## config.mk

```make
export PLATFORM = sky130hd
export DESIGN_NAME = ofmap_drain_ctrl
export DESIGN_NICKNAME = d
export VERILOG_FILES = /design/src/rtl/ofmap_drain_ctrl_pkg.sv /design/src/rtl/ofmap_drain_ctrl_fifo.sv /design/src/rtl/ofmap_drain_ctrl.sv
export SDC_FILE = /design/constraint.sdc
export NUM_CORES = 2
export LEC_CHECK = 0
export ABC_CLOCK_PERIOD_IN_PS = 15400
export BUFFER_PORTS_ARGS = -buffer_cell sky130_fd_sc_hd__buf_2
export CAP_MARGIN = 20
export CORE_MARGIN = 5
export CORE_UTILIZATION = 30
export CTS_BUF_LIST = sky130_fd_sc_hd__clkbuf_8
export CTS_CLUSTER_DIAMETER = 200
export DETAILED_ROUTE_END_ITERATION = 12
export PLACE_DENSITY_LB_ADDON = 0.15
export RECOVER_POWER = 25
export SYNTH_ARGS = -nofsm -noshare
export SYNTH_HDL_FRONTEND = slang
export SYNTH_SLANG_ARGS = --single-unit
```

## constraint.sdc

```tcl
create_clock -name clock -period 15.4 [get_ports clock]
set_clock_uncertainty 0.05 [all_clocks]
set_input_delay 3.08 -clock clock [delete_from_list [all_inputs] [get_ports clock]]
set_output_delay 3.08 -clock clock [all_outputs]
set_load 0.01 [all_outputs]
```

## src/rtl/ofmap_drain_ctrl_pkg.sv

```systemverilog
// Shared types and geometry for the output feature-map memory and its drain path.
// The ofmap memory is 1024 rows of four 128-bit banks.
package ofmap_pkg;

  typedef enum logic [1:0] {IDLE, RUN, DRAIN, DONE} drain_state_t;

  localparam int OFMAP_ADDR_BITS = 10;
  localparam int OFMAP_ROW_WIDTH = 512;
  localparam int OFMAP_ROWS      = 1024;

  typedef logic [3:0][127:0] ofmap_row_t;

endpackage

```

## src/rtl/ofmap_drain_ctrl_fifo.sv

```systemverilog
// Show-ahead synchronous FIFO holding returned rows plus their last flag.
// The head entry is presented combinationally and reads as zero while empty.
module ofmap_stream_fifo
  import ofmap_pkg::*;
#(
  parameter int WIDTH = OFMAP_ROW_WIDTH + 1,
  parameter int DEPTH = 4
) (
  input  logic                       clock,
  input  logic                       reset,
  input  logic                       i_push,
  input  logic [WIDTH-1:0]           i_pushData,
  input  logic                       i_pop,
  output logic                       o_full,
  output logic                       o_empty,
  output logic [$clog2(DEPTH+1)-1:0] o_count,
  output logic [WIDTH-1:0]           o_headData
);

  localparam int PTR_W = (DEPTH > 1) ? $clog2(DEPTH) : 1;
  localparam int CNT_W = $clog2(DEPTH + 1);

  logic [WIDTH-1:0] r_mem [DEPTH];
  logic [PTR_W-1:0] r_wrPtr;
  logic [PTR_W-1:0] r_rdPtr;
  logic [CNT_W-1:0] r_count;
  logic             w_doPush;
  logic             w_doPop;

  function automatic logic [PTR_W-1:0] nextPtr(input logic [PTR_W-1:0] p);
    return (p == PTR_W'(DEPTH - 1)) ? '0 : p + PTR_W'(1);
  endfunction

  assign o_empty    = (r_count == '0);
  assign o_full     = (r_count == CNT_W'(DEPTH));
  assign o_count    = r_count;
  assign o_headData = o_empty ? '0 : r_mem[r_rdPtr];

  // A push into a full FIFO is accepted only when the head leaves in the same cycle.
  assign w_doPop  = i_pop && !o_empty;
  assign w_doPush = i_push && (!o_full || w_doPop);

  always_ff @(posedge clock) begin
    if (w_doPush) begin
      r_mem[r_wrPtr] <= i_pushData;
    end
  end

  always_ff @(posedge clock) begin
    if (reset) begin
      r_wrPtr <= '0;
      r_rdPtr <= '0;
      r_count <= '0;
    end else begin
      if (w_doPush) r_wrPtr <= nextPtr(r_wrPtr);
      if (w_doPop)  r_rdPtr <= nextPtr(r_rdPtr);
      case ({w_doPush, w_doPop})
        2'b10:   r_count <= r_count + CNT_W'(1);
        2'b01:   r_count <= r_count - CNT_W'(1);
        default: r_count <= r_count;
      endcase
    end
  end

endmodule

```

## src/rtl/ofmap_drain_ctrl.sv

```systemverilog
// Reads a contiguous block of ofmap rows and streams them out over valid/ready.
// Reads are credit-limited so the output FIFO can always absorb every return.
module ofmap_drain_ctrl
  import ofmap_pkg::*;
#(
  parameter int ADDR_BITS  = OFMAP_ADDR_BITS,
  parameter int DATA_WIDTH = OFMAP_ROW_WIDTH,
  parameter int RD_LATENCY = 1,
  parameter int FIFO_DEPTH = 4
) (
  input  logic                  clock,
  input  logic                  reset,
  input  logic                  start,
  input  logic [ADDR_BITS-1:0]  base_addr,
  input  logic [ADDR_BITS:0]    num_rows,
  output logic                  busy,
  output logic                  done,
  output logic                  cmd_err,
  output logic [ADDR_BITS-1:0]  mem_rdaddress,
  output logic                  mem_rd_issue,
  input  logic [DATA_WIDTH-1:0] mem_rdata,
  output logic                  out_valid,
  input  logic                  out_ready,
  output logic [DATA_WIDTH-1:0] out_data,
  output logic                  out_last
);

  localparam int CNT_W = $clog2(FIFO_DEPTH + 1);
  localparam int SUM_W = $clog2(FIFO_DEPTH + RD_LATENCY + 2);
  localparam int INF_W = $clog2(RD_LATENCY + 1);

  if (RD_LATENCY < 1 || RD_LATENCY > 3) begin : g_latencyCheck
    $error("RD_LATENCY must be in 1..3");
  end
  if (FIFO_DEPTH < RD_LATENCY + 1) begin : g_depthCheck
    $error("FIFO_DEPTH must be at least RD_LATENCY+1");
  end

  drain_state_t          r_state;
  logic [ADDR_BITS-1:0]  r_addr;
  logic [ADDR_BITS:0]    r_numRows;
  logic [ADDR_BITS:0]    r_issued;
  logic                  r_busy;
  logic                  r_done;
  logic                  r_cmdErr;
  logic [RD_LATENCY-1:0] r_vld;
  logic [RD_LATENCY-1:0] r_vldLast;
  logic [INF_W-1:0]      r_inflight;

  logic                  w_legal;
  logic                  w_issue;
  logic                  w_issueLast;
  logic                  w_push;
  logic                  w_pop;
  logic                  w_full;
  logic                  w_empty;
  logic                  w_headLast;
  logic [CNT_W-1:0]      w_fifoCount;
  logic [DATA_WIDTH:0]   w_head;
  logic [SUM_W-1:0]      w_outstanding;
  logic [SUM_W-1:0]      w_limit;

  assign w_legal = (num_rows != '0) && (num_rows <= {1'b1, {ADDR_BITS{1'b0}}});

  // Rows already buffered or in flight must stay within FIFO_DEPTH after this cycle's pop.
  assign w_pop         = !w_empty && out_ready;
  assign w_outstanding = SUM_W'(w_fifoCount) + SUM_W'(r_inflight);
  assign w_limit       = SUM_W'(FIFO_DEPTH) + SUM_W'(w_pop);
  assign w_issue       = (r_state == RUN) && (w_outstanding < w_limit) && !(w_full && !w_pop);
  assign w_issueLast   = (r_issued == r_numRows - (ADDR_BITS + 1)'(1));
  assign w_push        = r_vld[RD_LATENCY-1];
  assign w_headLast    = w_head[DATA_WIDTH];

  always_ff @(posedge clock) begin
    if (reset) begin
      r_state   <= IDLE;
      r_addr    <= '0;
      r_numRows <= '0;
      r_issued  <= '0;
      r_busy    <= 1'b0;
      r_done    <= 1'b0;
      r_cmdErr  <= 1'b0;
    end else begin
      r_done   <= 1'b0;
      r_cmdErr <= 1'b0;
      case (r_state)
        IDLE: begin
          if (start) begin
            if (w_legal) begin
              r_addr    <= base_addr;
              r_numRows <= num_rows;
              r_issued  <= '0;
              r_busy    <= 1'b1;
              r_state   <= RUN;
            end else begin
              r_cmdErr <= 1'b1;
            end
          end
        end
        RUN: begin
          if (start) r_cmdErr <= 1'b1;
          if (w_issue) begin
            r_addr   <= r_addr + ADDR_BITS'(1);
            r_issued <= r_issued + (ADDR_BITS + 1)'(1);
            if (w_issueLast) r_state <= DRAIN;
          end
        end
        DRAIN: begin
          if (start) r_cmdErr <= 1'b1;
          // The tagged row leaving the FIFO means nothing is buffered or in flight.
          if (w_pop && w_headLast) begin
            r_busy  <= 1'b0;
            r_done  <= 1'b1;
            r_state <= DONE;
          end
        end
        DONE: begin
          if (start) r_cmdErr <= 1'b1;
          r_state <= IDLE;
        end
        default: r_state <= IDLE;
      endcase
    end
  end

  always_ff @(posedge clock) begin
    if (reset) begin
      r_vld      <= '0;
      r_vldLast  <= '0;
      r_inflight <= '0;
    end else begin
      r_vld[0]     <= w_issue;
      r_vldLast[0] <= w_issue && w_issueLast;
      for (int i = 1; i < RD_LATENCY; i++) begin
        r_vld[i]     <= r_vld[i-1];
        r_vldLast[i] <= r_vldLast[i-1];
      end
      case ({w_issue, w_push})
        2'b10:   r_inflight <= r_inflight + INF_W'(1);
        2'b01:   r_inflight <= r_inflight - INF_W'(1);
        default: r_inflight <= r_inflight;
      endcase
    end
  end

  ofmap_stream_fifo #(
    .WIDTH (DATA_WIDTH + 1),
    .DEPTH (FIFO_DEPTH)
  ) u_fifo (
    .clock      (clock),
    .reset      (reset),
    .i_push     (w_push),
    .i_pushData ({r_vldLast[RD_LATENCY-1], mem_rdata}),
    .i_pop      (w_pop),
    .o_full     (w_full),
    .o_empty    (w_empty),
    .o_count    (w_fifoCount),
    .o_headData (w_head)
  );

  assign busy          = r_busy;
  assign done          = r_done;
  assign cmd_err       = r_cmdErr;
  assign mem_rdaddress = r_addr;
  assign mem_rd_issue  = w_issue;
  assign out_valid     = !w_empty;
  assign out_data      = w_head[DATA_WIDTH-1:0];
  assign out_last      = w_headLast;

endmodule

```

==> run metrics <==
gp weighted congestion roughly 0.76; H-tree Lvls 5; post-synthesis cell count 3596; Hold Path Depth 2; WP buf/inv 4; status finished, final reports clean; drt initial violations 2094; # fillers 25.0k; register area share after synthesis approximately 78%; Critical Path RT ~12000 ps; worst reg2reg path startpoint u_fifo.o_count[2]; CP max stage cell buf_4; CP Class reg2out; CTS Sinks 2101; fraction of layout cells with a size suffix above 1 34.0%; Slew Limit Headroom a little under a quarter; startpoint class of the critical path register; Worst path most repeated cell buf_4; largest net degree at the start of global routing 173; Min-Delay Path Class reg2reg; die height approximately 530 um; wirelength, routed approximately 230 mm; RSZ-0062 raised after global routing no; Routed wire per std cell 25.8 um; delay-heaviest family, CP buffers and inverters; Ys Warns 0; Reg2Reg Depth 6; core area 265000 um^2; max incr delay on CP ~790 ps; fin crit share a little over half; Clock Pin Slew Worst Setup and Hold Paths 60 ps; Vias/cell 4.62; Worst-Margin Slew between 1000 and 1500 ps; CTS Buffer Depth 4; Synth Cell Area 79900 um^2; vias in the first global route 43.1k; Max Clock Freq 123 MHz; hpwl dp approximately 140 mm; Synth Register Bits between 2k and 2.5k; DR pass1 iterations 5; Die W 526 um; # setup viols final 0; final instance area 95800 um^2; Slew Viols, Final 0; RR Endpoint u_fifo.r_mem[1][357]; top cells by area, synth edfxtp_1 (77%), mux4_2 (14%), and2_1 (4.1%); worst skew pair latency 990 ps; area of the multi-input gates 16500 um^2; IO Pins 1065; Worst setup EP type primary output; Initial Util between 30% and 40%; Synth-to-Final Area Change 19.9%; Overflow after GRT 0; most common cell after layout, fill and taps aside edfxtp_1; Residual DRC 0; Total GRT Usage 15.7%; Register Area 62600 um^2; first-pass GRT wire length 321 mm; CTS buffer count between 300 and 400; share of the synthesized area in the top cell type 77.1%; cts repair resizes 0; Syn Nets 4149; # Max-Cap Violations 0; Primary FF master, synth edfxtp_1; port bufs 1064; hold buffers post-CTS 0; Post-synth EDFFs 2052; leakage power 31.8 nW; post-CTS setup buffer count 0; Peak VDD IR 106 uV; WP data arrival 5030 ps; min Tclk post-route 8160 ps; nets 5451; Final Hold Fails 0; die area 277000 um^2; Post-synth ARST share 0%; most frequent cells in the layout edfxtp_1 (2052), buf_2 (735), and2_1 (514), mux4_2 (513), clkbuf_8 (379); syn avg cell area 22.2 um^2; hold worst-path end mem_rdaddress[9]; Antenna Nets Post-Route 0; CP cell instances buf_4, buf_4, buf_12, mux4_2, and2_1, buf_2; Placement Cell Area approximately 90000 um^2; Vias 40.5k; WHS ~430 ps; CTS tree built; FF-to-FF setup slack ~11000 ps; crit-path max FO 94; Unique masters post-synth 60; setup TNS 0 ps; initial antenna violation count about 160; pwr dens between 150 and 200 nW/um^2; area leader, netlist edfxtp_1; num rows 189; clk root buf clkbuf_8; worst hold start mem_rdaddress[9]
==> worst max-delay path by stage <==
stage,startpoint,endpoint,slack (ps),cells after the start
finish,register,out_data[476],7240,6
CTS,register,out_data[490],6830,6
detailed placement,out_ready,mem_rd_issue,7970,6
global route,register,out_data[476],6650,6
global placement,out_ready,mem_rd_issue,8000,6
floorplan,out_ready,u_fifo.r_mem[3][0],-500,2
==> Yosys cell counts (6+ instances only) <==
cell      count
a21oi_1      22
buf_2         6
inv_1        19
and2_1      518
xor2_1       15
nor2_1       47
nor3_1       17
mux4_2      513
xnor2_1      11
o21ai_0      12
clkbuf_1     90
and3_1        6
dfxtp_1      49
ha_1         15
mux2i_1      13
buf_1        91
nand2_1      27
edfxtp_1   2052
==> cells by family (layout without fill, tap and decap cells) <==
| family | Yosys count | after routing | synth area share [%] |
|---|---|---|---|
| AO/OA/AOI/OAI | 68 | 68 | 0.561 |
| flip-flops | 2101 | 2101 | 78.4 |
| AND/OR/NAND/NOR | 649 | 649 | 4.87 |
| adder cells (fa/ha/maj) | 16 | 16 | 0.260 |
| buffers and inverters | 209 | 1793 | 1.00 |
| XOR/XNOR | 27 | 27 | 0.305 |
| other | 0 | 39 | 0 |
| multiplexers | 526 | 526 | 14.6 |
==> sequential cells by signal, summed over array words and instances, names as in the netlist, 2 cells and up, named ones only <==
register,flops
mem_rdaddress,10
r_issued,11
r_numRows,11
r_state,2
u_fifo.o_count,3
u_fifo.r_mem,2052
u_fifo.r_rdPtr,2
u_fifo.r_wrPtr,2
==> per-layer routing <==
layer  up-vias  GRT usage, %  part of all wire (%)
met3       569          6.53                   9.3
met4        92          4.07                   2.7
li1      17400             -                     -
met5         -             0                  0.25
met1     21100          18.8                    39
met2      1349          26.4                    49
==> power breakdown <==
| part | internal, mW | switching [mW] | leakage (nW) | total (mW) |
|---|---|---|---|---|
| clock network | 2.36 | 2.29 | 3.76 | 4.64 |
| registers | 6.68 | 0.0995 | 18.9 | 6.78 |
| logic | 1.31 | 1.89 | 9.12 | 3.20 |
==> worst reg2reg max path: stages (launching register included) <==
cell and delay [ps]:
dfxtp_1 370, inv_1 130, o41a_1 300, and2_4 680, buf_12 570, buf_4 1000, buf_12 550
==> per-stage QoR <==
step                      worst slack (ps)  utilization (%)  cells  total power [mW]
after detailed placement              7970             33.8   8056              10.2
after global routing                  6650             36.1   8727              15.4
after CTS                             6830             36.3   8713              15.0
after global placement                8000             33.8   8056              10.2
after floorplan                       -504                -   3596              8.83
final                                 7240             36.1   8752              14.6
==> layout make-up <==
class / count / area share [%]
Tap cell: 3533 / 4.61
Multi-Input combinational cell: 1286 / 17.2
Antenna cell: 39 / 0.102
Sequential cell: 2101 / 65.4
Inverter: 21 / 0.0823
Timing Repair Buffer: 1115 / 5.76
Clock inverter: 278 / 1.41
Clock buffer: 379 / 5.45
Power figures use the tool's default switching activity.
